## src/rtl/sc_distancetickgen.sv

```systemverilog
// rtl/sc_distancetickgen.sv - distance accumulator and count/level-end strobe generator
//
// Purpose: turns per-frame car speed into distance, emits an active-low
// one-cycle count strobe every TICK_THRESHOLD units of distance, tracks
// progress within a level and the level index, and raises the level-end
// strobe and the game-over flag.
//
// Optional feature macro: SC_DISTANCETICKGEN_PAUSE_EN (adds the Pause_in port).
//
// Ports:
//   SC_DISTANCETICKGEN_CLOCK_50         in   system clock, rising edge
//   SC_DISTANCETICKGEN_RESET_InHigh     in   synchronous active-high reset
//   SC_DISTANCETICKGEN_Run_in           in   1 = game active, 0 = clear to IDLE
//   SC_DISTANCETICKGEN_Frame_in         in   one-cycle game-update strobe
//   SC_DISTANCETICKGEN_Speed_InBus      in   car speed, sampled on Frame_in
//   SC_DISTANCETICKGEN_Pause_in         in   freeze accumulation (PAUSE_EN only)
//   SC_DISTANCETICKGEN_CountSignal_Out  out  active-low one-cycle count strobe
//   SC_DISTANCETICKGEN_LevelFinished_Out out active-low one-cycle level-end strobe
//   SC_DISTANCETICKGEN_Progress_OutBus  out  ticks counted in current level
//   SC_DISTANCETICKGEN_Level_OutBus     out  current level index, 0-based
//   SC_DISTANCETICKGEN_Done_Out         out  1 while in GAMEOVER

module sc_distancetickgen #(
  parameter int SPEED_WIDTH    = 4,
  parameter int ACC_WIDTH      = 8,
  parameter int TICK_THRESHOLD = 64,
  parameter int PROGRESS_MAX   = 31,
  parameter int NUM_LEVELS     = 3
) (
  input  logic                   SC_DISTANCETICKGEN_CLOCK_50,
  input  logic                   SC_DISTANCETICKGEN_RESET_InHigh,
  input  logic                   SC_DISTANCETICKGEN_Run_in,
  input  logic                   SC_DISTANCETICKGEN_Frame_in,
  input  logic [SPEED_WIDTH-1:0] SC_DISTANCETICKGEN_Speed_InBus,
`ifdef SC_DISTANCETICKGEN_PAUSE_EN
  input  logic                   SC_DISTANCETICKGEN_Pause_in,
`endif
  output logic                   SC_DISTANCETICKGEN_CountSignal_Out,
  output logic                   SC_DISTANCETICKGEN_LevelFinished_Out,
  output logic [4:0]             SC_DISTANCETICKGEN_Progress_OutBus,
  output logic [2:0]             SC_DISTANCETICKGEN_Level_OutBus,
  output logic                   SC_DISTANCETICKGEN_Done_Out
);

  typedef enum logic [1:0] {
    S_IDLE     = 2'd0,
    S_RUN      = 2'd1,
    S_FINISH   = 2'd2,
    S_GAMEOVER = 2'd3
  } state_t;

  localparam logic [ACC_WIDTH:0] THRESH     = (ACC_WIDTH+1)'(TICK_THRESHOLD);
  localparam logic [4:0]         PROG_MAX   = 5'(PROGRESS_MAX);
  localparam logic [2:0]         LAST_LEVEL = 3'(NUM_LEVELS - 1);

  logic                 clk, rst, run, frame, pause;
  logic [SPEED_WIDTH-1:0] speed;

  assign clk   = SC_DISTANCETICKGEN_CLOCK_50;
  assign rst   = SC_DISTANCETICKGEN_RESET_InHigh;
  assign run   = SC_DISTANCETICKGEN_Run_in;
  assign frame = SC_DISTANCETICKGEN_Frame_in;
  assign speed = SC_DISTANCETICKGEN_Speed_InBus;
`ifdef SC_DISTANCETICKGEN_PAUSE_EN
  assign pause = SC_DISTANCETICKGEN_Pause_in;
`else
  assign pause = 1'b0;
`endif

  state_t               state_q, state_d;
  logic [ACC_WIDTH-1:0] acc_q, acc_d;
  logic [4:0]           prog_q, prog_d;
  logic [2:0]           level_q, level_d;
  logic                 cnt_n_q, cnt_n_d;
  logic                 lf_n_q, lf_n_d;
  logic                 done_q, done_d;

  logic [ACC_WIDTH:0]   sum, diff;

  assign sum  = {1'b0, acc_q} + (ACC_WIDTH+1)'(speed);
  assign diff = sum - THRESH;

  // State register
  always_ff @(posedge clk) begin
    if (rst) begin
      state_q <= S_IDLE;
    end else begin
      state_q <= state_d;
    end
  end

  // Next-state logic. RUN leaves for FINISH one cycle after the last count
  // strobe, so the level-end strobe follows the count strobe without overlap.
  always_comb begin
    state_d = state_q;
    if (!run) begin
      state_d = S_IDLE;
    end else begin
      unique case (state_q)
        S_IDLE:     state_d = S_RUN;
        S_RUN:      if (prog_q == PROG_MAX) state_d = S_FINISH;
        S_FINISH:   state_d = (level_q == LAST_LEVEL) ? S_GAMEOVER : S_RUN;
        S_GAMEOVER: state_d = S_GAMEOVER;
        default:    state_d = S_IDLE;
      endcase
    end
  end

  // Output / datapath next values. Strobes default to idle-high so each low
  // pulse lasts exactly one cycle.
  always_comb begin
    acc_d   = acc_q;
    prog_d  = prog_q;
    level_d = level_q;
    cnt_n_d = 1'b1;
    lf_n_d  = 1'b1;
    done_d  = (state_d == S_GAMEOVER);
    if (!run) begin
      acc_d   = '0;
      prog_d  = '0;
      level_d = '0;
    end else begin
      unique case (state_q)
        S_RUN: begin
          if (prog_q == PROG_MAX) begin
            // Level complete: any frame this cycle is dropped.
            lf_n_d = 1'b0;
          end else if (frame && !pause) begin
            if (sum >= THRESH) begin
              acc_d   = diff[ACC_WIDTH-1:0];
              cnt_n_d = 1'b0;
              prog_d  = prog_q + 5'd1;
            end else begin
              acc_d = sum[ACC_WIDTH-1:0];
            end
          end
        end
        S_FINISH: begin
          acc_d   = '0;
          prog_d  = '0;
          level_d = level_q + 3'd1;
        end
        default: ;
      endcase
    end
  end

  always_ff @(posedge clk) begin
    if (rst) begin
      acc_q   <= '0;
      prog_q  <= '0;
      level_q <= '0;
      cnt_n_q <= 1'b1;
      lf_n_q  <= 1'b1;
      done_q  <= 1'b0;
    end else begin
      acc_q   <= acc_d;
      prog_q  <= prog_d;
      level_q <= level_d;
      cnt_n_q <= cnt_n_d;
      lf_n_q  <= lf_n_d;
      done_q  <= done_d;
    end
  end

  assign SC_DISTANCETICKGEN_CountSignal_Out   = cnt_n_q;
  assign SC_DISTANCETICKGEN_LevelFinished_Out = lf_n_q;
  assign SC_DISTANCETICKGEN_Progress_OutBus   = prog_q;
  assign SC_DISTANCETICKGEN_Level_OutBus      = level_q;
  assign SC_DISTANCETICKGEN_Done_Out          = done_q;

endmodule

```

## config.mk

```make
export PLATFORM = sky130hd
export DESIGN_NAME = sc_distancetickgen
export DESIGN_NICKNAME = d
export VERILOG_FILES = /design/src/rtl/sc_distancetickgen.sv
export SDC_FILE = /design/constraint.sdc
export NUM_CORES = 1
export LEC_CHECK = 0
export ABC_AREA = 1
export CORE_MARGIN = 2
export CORE_UTILIZATION = 45
export CTS_CLUSTER_SIZE = 20
export DETAILED_ROUTE_END_ITERATION = 12
export PLACE_DENSITY = 0.74
export SETUP_SLACK_MARGIN = 0.4
export SLEW_MARGIN = 10
export SYNTH_ARGS = -nofsm -noshare
export SYNTH_HDL_FRONTEND = slang
export SYNTH_SLANG_ARGS = --single-unit
```

## constraint.sdc

```tcl
create_clock -name SC_DISTANCETICKGEN_CLOCK_50 -period 4 [get_ports SC_DISTANCETICKGEN_CLOCK_50]
set_input_delay 1.2 -clock SC_DISTANCETICKGEN_CLOCK_50 [delete_from_list [all_inputs] [get_ports SC_DISTANCETICKGEN_CLOCK_50]]
set_output_delay 1.2 -clock SC_DISTANCETICKGEN_CLOCK_50 [all_outputs]
set_load 0.05 [all_outputs]
```

==> summary.md, run 1 <==
| Metric | Value |
|---|---|
| RePlAce Congestion | between 0.8 and 0.9 |
| Top cell type's share of synthesized area | between 30% and 40% |
| Row cnt | 19 |
| Total wire length | 2610 um |
| Die area | 3220 um^2 |
| Final min period | 3.37 ns |
| Max clock buf depth | 2 |
| CP max FO | 6 |
| Die height | 56.7 um |
| Critical Path Start Type | primary input |
| Crit-path max cell delay | 0.40 ns |
| Largest cells by area after synthesis | dfxtp_1, nand2_1, nand3_1, ha_1, inv_1 |
| Synth Instances | 180 |
| Worst setup EP type | register |
| Status | completed |
| Setup TNS | 0 ns |
| Most common cell in the netlist | nand2_1 |
| Leak Pwr | 0.671 nW |
| Most frequent CP cell | nand2_1 |
| Slew headroom | 66.5% |
| # nets final | 221 |
| CTS tree | yes |
| Root Driver | clkbuf_4 |
| Global-route wire length before repair | 4600 um |
| Largest net degree at the start of global routing | 15 |
| Power Density | 234 nW/um^2 |
| Initial antenna violation count | 0 |
| Period Utilization, post-route | 84.2% |
| Tot GR Track Use | 17.7% |
| Post-detail-place hpwl | 2080 um |
| Worst-skew pair later-pin latency | between 0.3 and 0.4 ns |
| Synth Warn # | 0 |
| P&R area growth vs syn | 20.1% |
| ANT nets after route | 0 |
| GRT overflow | 0 |
| Total DRC errors in the routed layout | 0 |
| Worst Path Required | around 4.3 ns |
| Slowest CP cell | clkdlybuf4s50_1 |
| Seq/Total Area, Yosys | 33.6% |
| Port Buffers | 18 |
| Clock sink total | 21 |
| Wire per inst | 11.2 um |
| Post-synth EDFFs | 0 |
| Critical path arrival | approximately 3.6 ns |
| Initial Util | 46.5% |
| Area leader, netlist | dfxtp_1 |
| Ys async rst share | 0% |
| Hold-fix buffers, CTS | 0 |
| Mapped Area | ~1200 um^2 |
| Class of the worst hold path | reg -> reg |
| Dpl ws | 0.281 ns |
| Detailed Routing Iterations Pass 1 | 4 |
| Max-slew violations | 0 |
| Number of global-route vias before repair | about 1,200 |
| Core area | ~2700 um^2 |
| Worst-Margin Slew | 0.501 ns |
| Peak supply drop | between 0.2 and 0.25 mV |
| Initial DRC count | 43 |
| Crit Path Class | in -> reg |
| Syn Area/Cell | about 6.9 um^2 |
| Post-Syn Nets | around 200 |
| Total CTS buffers | 3 |
| Number of synthesized register bits | 21 |
| Synth cell count leaders | nand2_1, inv_1, nand3_1 |
| Final Hold Viols | 0 |
| Final WS setup | roughly 0.63 ns |
| Chip width | ~57 um |
| # diodes | 0 |
| Unique masters post-synth | 24 |
| Fin Hold WS | slightly below 0.5 ns |
| RSZ-0062 raised after global routing | false |
| H-tree levels | 1 |
| IO Count | 19 |
| Clk_skew | around 0.0017 ns |
| Reg clk slew, reported paths | 0.12 ns |
| Vias per std cell | 5.19 |
| Vias | 1,209 |
| Final setup viols | 0 |
| Fmax | 297 MHz |
| Most used DFF post-synth | dfxtp_1 |
| Max cap viols | 0 |
| Crit path cell chain | clkdlybuf4s50_1, ha_1, fa_2, nand3_1, nand2_1, nand3_2, nand2_2, inv_1, ha_1, nand3_1, nor2_1, nand3_1, nor2_1, nand2_1, nand2_2, nand2_1, nand2_1, nand2_1, nor2_1 |
| Layout cells sized above 1 | 10.9% |
## state kept, by name, indices dropped and copies added, names as in the netlist
name and flops:
SC_DISTANCETICKGEN_Done_Out 1, SC_DISTANCETICKGEN_CountSignal_Out 1, SC_DISTANCETICKGEN_LevelFinished_Out 1, SC_DISTANCETICKGEN_Level_OutBus 3
SC_DISTANCETICKGEN_Progress_OutBus 5, state_q 2, acc_q 8
## power breakdown
group	internal [mW]	leakage, nW	switching [mW]	total [mW]
Combinational	0.0151	0.484	0.0208	0.0359
Sequential	0.211	0.170	0.00124	0.212
Clock	0.0374	0.0177	0.0663	0.104
Total	0.263	0.671	0.0883	0.351
## critical path: cells and delay by family
kind / cells / cell delay [ns]
AND/OR/NAND/NOR: 14 / 1.21
adder cells (fa/ha/maj): 3 / 0.74
buffers and inverters: 2 / 0.46
## final timing paths
path | to | from | cells after the start | slack, ns
max reg2reg | SC_DISTANCETICKGEN_Progress_OutBus[0] | acc_q[0] | 18 | 1.62
min | acc_q[3] | acc_q[3] | 2 | 0.49
min reg2reg | acc_q[3] | acc_q[3] | 2 | 0.49
max | SC_DISTANCETICKGEN_Progress_OutBus[0] | SC_DISTANCETICKGEN_Speed_InBus[0] | 19 | 0.63
## what timing repair did
item / 4_1_cts / 5_1_grt
buffers inserted: 0 / 0
endpoints found under the hold margin: 0 / 0
resized for setup: 0 / 1
endpoints found under the setup margin: 0 / 4
## layer usage
layer,GRT usage (%),vias up,wire (um)
li1,-,623,-
met1,20.7,550,1200
met2,30.1,31,1270
met3,3.23,5,95
met4,10.2,0,43
met5,0,-,0
## cells in the final DEF, fill, tap and decap left out, types with 2 or more instances in the layout
cell type and n:
nor2_4 2, nand3_2 3, nand2_1 43, nor2_1 17, a21oi_1 12, nand3_1 23, o31ai_1 2, dfxtp_1 21
ha_1 9, clkbuf_4 3, nand2_2 5, o21ai_1 2, inv_2 2, clkdlybuf4s50_1 18, o21ai_0 4, inv_1 25
## cells by family after synthesis
logic type,after synthesis,share of synthesized area [%]
and+or+nand+nor,99,37.5
buffers and inverters,29,9.01
AOI/OAI and AO/OA,21,9.21
DFF,21,33.6
adders and majority gates,10,10.6
## through the flow
step,cell area (um^2),power (mW),cells,util [%]
floorplan,1250,0.238,180,-
global placement,1470,0.251,229,54.8
detailed placement,1470,0.252,229,54.8
CTS,1500,0.354,233,55.8
global route,1500,0.368,233,55.9
finish,1500,0.351,233,55.9
## layout make-up
class                           count  area (um^2)
Fill cell                         266         1180
Multi-Input combinational cell    130          719
Sequential cell                    21          420
Timing Repair Buffer               19          188
Inverter                           28          108
Tap cell                           31         38.8
Clock buffer                        3         22.5
Clock inverter                      1         5.00
Power figures use the tool's default switching activity.
==> run 2: changes to the inputs <==
--- a/config.mk
+++ b/config.mk
@@ -10,7 +10,7 @@
 export CORE_UTILIZATION = 45
 export CTS_CLUSTER_SIZE = 20
 export DETAILED_ROUTE_END_ITERATION = 12
-export PLACE_DENSITY = 0.74
+export PLACE_DENSITY = 0.77
 export SETUP_SLACK_MARGIN = 0.4
 export SLEW_MARGIN = 10
 export SYNTH_ARGS = -nofsm -noshare
==> constraint.sdc (replaced) <==
create_clock -name SC_DISTANCETICKGEN_CLOCK_50 -period 2.7 [get_ports SC_DISTANCETICKGEN_CLOCK_50]
set_input_delay 0.81 -clock SC_DISTANCETICKGEN_CLOCK_50 [delete_from_list [all_inputs] [get_ports SC_DISTANCETICKGEN_CLOCK_50]]
set_output_delay 0.81 -clock SC_DISTANCETICKGEN_CLOCK_50 [all_outputs]
set_load 0.05 [all_outputs]
==> run 2 against run 1 <==
- critical path depth did not move
- utilization rose by 9.7 points
- register-to-register slack got worse by 1.2 ns
- first-iteration DRC count fell by 23%
- die area did not move
- final area rose by 17%
- sequential share of layout area fell by 4.1 points
- routed wire length rose by 15%
- largest cell class unchanged
- largest power group unchanged
==> summary.md, run 2 (synthesis results as in run 1) <==
| Metric | Value |
|---|---|
| Stages on worst setup path | 19 |
| Hold-fix buffers, CTS | 0 |
| # nets final | 239 |
| P&R area growth vs syn | 40.9% |
| Seq pwr share | 57.9% |
| Crit Path Class | in -> reg |
| Largest net degree at the start of global routing | 14 |
| Most frequent cells in the layout | nand2_1, inv_1, dfxtp_1, nand3_1, buf_4 |
| Largest Register | acc_q |
| Port Buffers | 18 |
| Crit-path max cell delay | 0.40 ns |
| GRT overflow | 0 |
| Total Power | 543 uW |
| Vias per std cell | 5.11 |
| Fin Hold WS | 0.494 ns |
| Worst Hold Depth | 2 |
| Power Density | 308 nW/um^2 |
| Critical Path Start Type | primary input |
| Vias | 1,282 |
| Net Sw Frac | 26.1% |
| Final min period | between 2 and 2.5 ns |
| Number of global-route vias before repair | 1,260 |
| Clk_skew | between 0.009 and 0.01 ns |
| Final Cell Area | ~1800 um^2 |
| Max FFs per register | 8 |
| Layout cells sized above 1 | 30.0% |
| # fillers | 232 |
| Clock share of power | 29.0% |
| Cells on worst reg2reg path | 18 |
| Final Hold Viols | 0 |
| Combinational share of power | 13.1% |
| # diodes | 0 |
| Area post-placement | 1630 um^2 |
| Reg clk slew, reported paths | around 0.13 ns |
| RSZ-0062 raised after global routing | true |
| Period Utilization, post-route | 91.6% |
| WP buf/inv | 3 |
| Post-detail-place hpwl | about 2200 um |
| Dpl ws | -0.491 ns |
| IO Count | 19 |
| Chip width | roughly 57 um |
| ANT nets after route | 0 |
| Crit path cell chain | buf_6, buf_6, fa_2, nand3_2, nand2_2, nand3_2, nand2_2, inv_2, ha_4, nand3_2, nor2_1, nand3_1, nor2_1, nand2_2, nand3_2, nand2_4, nand2_1, nand2_1, nor2_1 |
| Worst-Margin Slew | between 0.5 and 0.6 ns |
| Final setup viols | 0 |
| Die area | 3220 um^2 |
| Slowest CP cell | fa_2 |
| Total CTS buffers | 3 |
| Total DRC errors in the routed layout | 0 |
| Row cnt | 19 |
| Crit path max-delay family | simple AND/OR/NAND/NOR gates |
| Detailed Routing Iterations Pass 1 | 4 |
| Global-route wire length before repair | 5070 um |
| Root Driver | clkbuf_4 |
| Net load switching power | 141 uW |
| Fmax | just over 400 MHz |
| CTS tree | yes |
| Final WS setup | about 0.23 ns |
| Wire per inst | 12.0 um |
| Slew headroom | 66.5% |
| CP max FO | 7 |
| Initial Util | 46.5% |
| Worst-skew pair later-pin latency | 0.31 ns |
| RePlAce Congestion | around 0.89 |
| Worst setup EP type | register |
| Max-slew violations | 0 |
| Tot GR Track Use | about a fifth |
| Peak supply drop | 0.328 mV |
| Max cap viols | 0 |
| H-tree levels | 1 |
| Initial antenna violation count | 0 |
| Core area | 2690 um^2 |
| Critical path arrival | 2.73 ns |
| Commonest non-fill, non-tap cell in the layout | nand2_1 |
| Die height | ~57 um |
| Max clock buf depth | 2 |
| Leak Pwr | 0.833 nW |
| Initial DRC count | 33 |
| Clock sink total | 21 |
| Total wire length | 3010 um |
| Status | completed |
| Class of the worst hold path | reg -> reg |
| Most frequent CP cell | nand3_2 |
| Worst Path Required | 2.96 ns |
| Cell Int Power | 401 uW |
==> run 2: area by class of cell <==
class	count	area, um^2	area share [%]
Tap cell	31	38.8	2.20
Multi-Input combinational cell	130	851	48.3
Inverter	28	108	6.11
Sequential cell	21	420	23.9
Clock inverter	1	5.00	0.284
Timing Repair Buffer	37	317	18.0
Clock buffer	3	22.5	1.28
==> run 2: power groups by stage <==
stage,registers (mW),logic [mW],clock network [mW]
after floorplan,0.323,0.0332,0
after global placement,0.321,0.0627,0
after detailed placement,0.321,0.0643,0
after CTS,0.314,0.0701,0.159
after global routing,0.315,0.0780,0.169
final,0.314,0.0709,0.157
==> run 2: per-layer routing <==
metal  GRT usage [%]  routed length, um  up-vias  share of wire (%)
met5               0                  0        -                  0
met4            9.86                 80        0                2.7
met3            2.07                113        9                3.8
met2            36.7               1530       34                 51
met1            21.7               1280      584                 43
li1                -                  -      655                  -
==> run 2: worst paths after layout <==
| kind | to | slack (ns) | from |
|---|---|---|---|
| hold / removal | SC_DISTANCETICKGEN_Level_OutBus[2] | 0.49 | SC_DISTANCETICKGEN_Level_OutBus[2] |
| setup / recovery | SC_DISTANCETICKGEN_Progress_OutBus[3] | 0.23 | SC_DISTANCETICKGEN_Speed_InBus[1] |
| setup reg to reg | SC_DISTANCETICKGEN_Progress_OutBus[3] | 0.44 | acc_q[0] |
| hold reg to reg | SC_DISTANCETICKGEN_Level_OutBus[2] | 0.49 | SC_DISTANCETICKGEN_Level_OutBus[2] |
==> run 2: repair_timing <==
action | CTS | global route
pin swaps | 24 | 1
gates resized for setup | 43 | 3
endpoints found under the setup margin | 15 | 9
setup buffers | 5 | 0
==> run 2: tightest hold or removal path, cell delays in order (launching register included) <==
cell	delay (ns)
dfxtp_1	0.34
inv_1	0.07
a21oi_1	0.05
==> run 2: stage by stage <==
| step | cells | TNS [ns] | utilization (%) |
|---|---|---|---|
| floorplan | 180 | 0 | - |
| global placement | 242 | -2.91 | 60.5 |
| detailed placement | 242 | -3.53 | 60.5 |
| CTS | 251 | 0 | 65.2 |
| global route | 251 | 0 | 65.6 |
| finish | 251 | 0 | 65.6 |
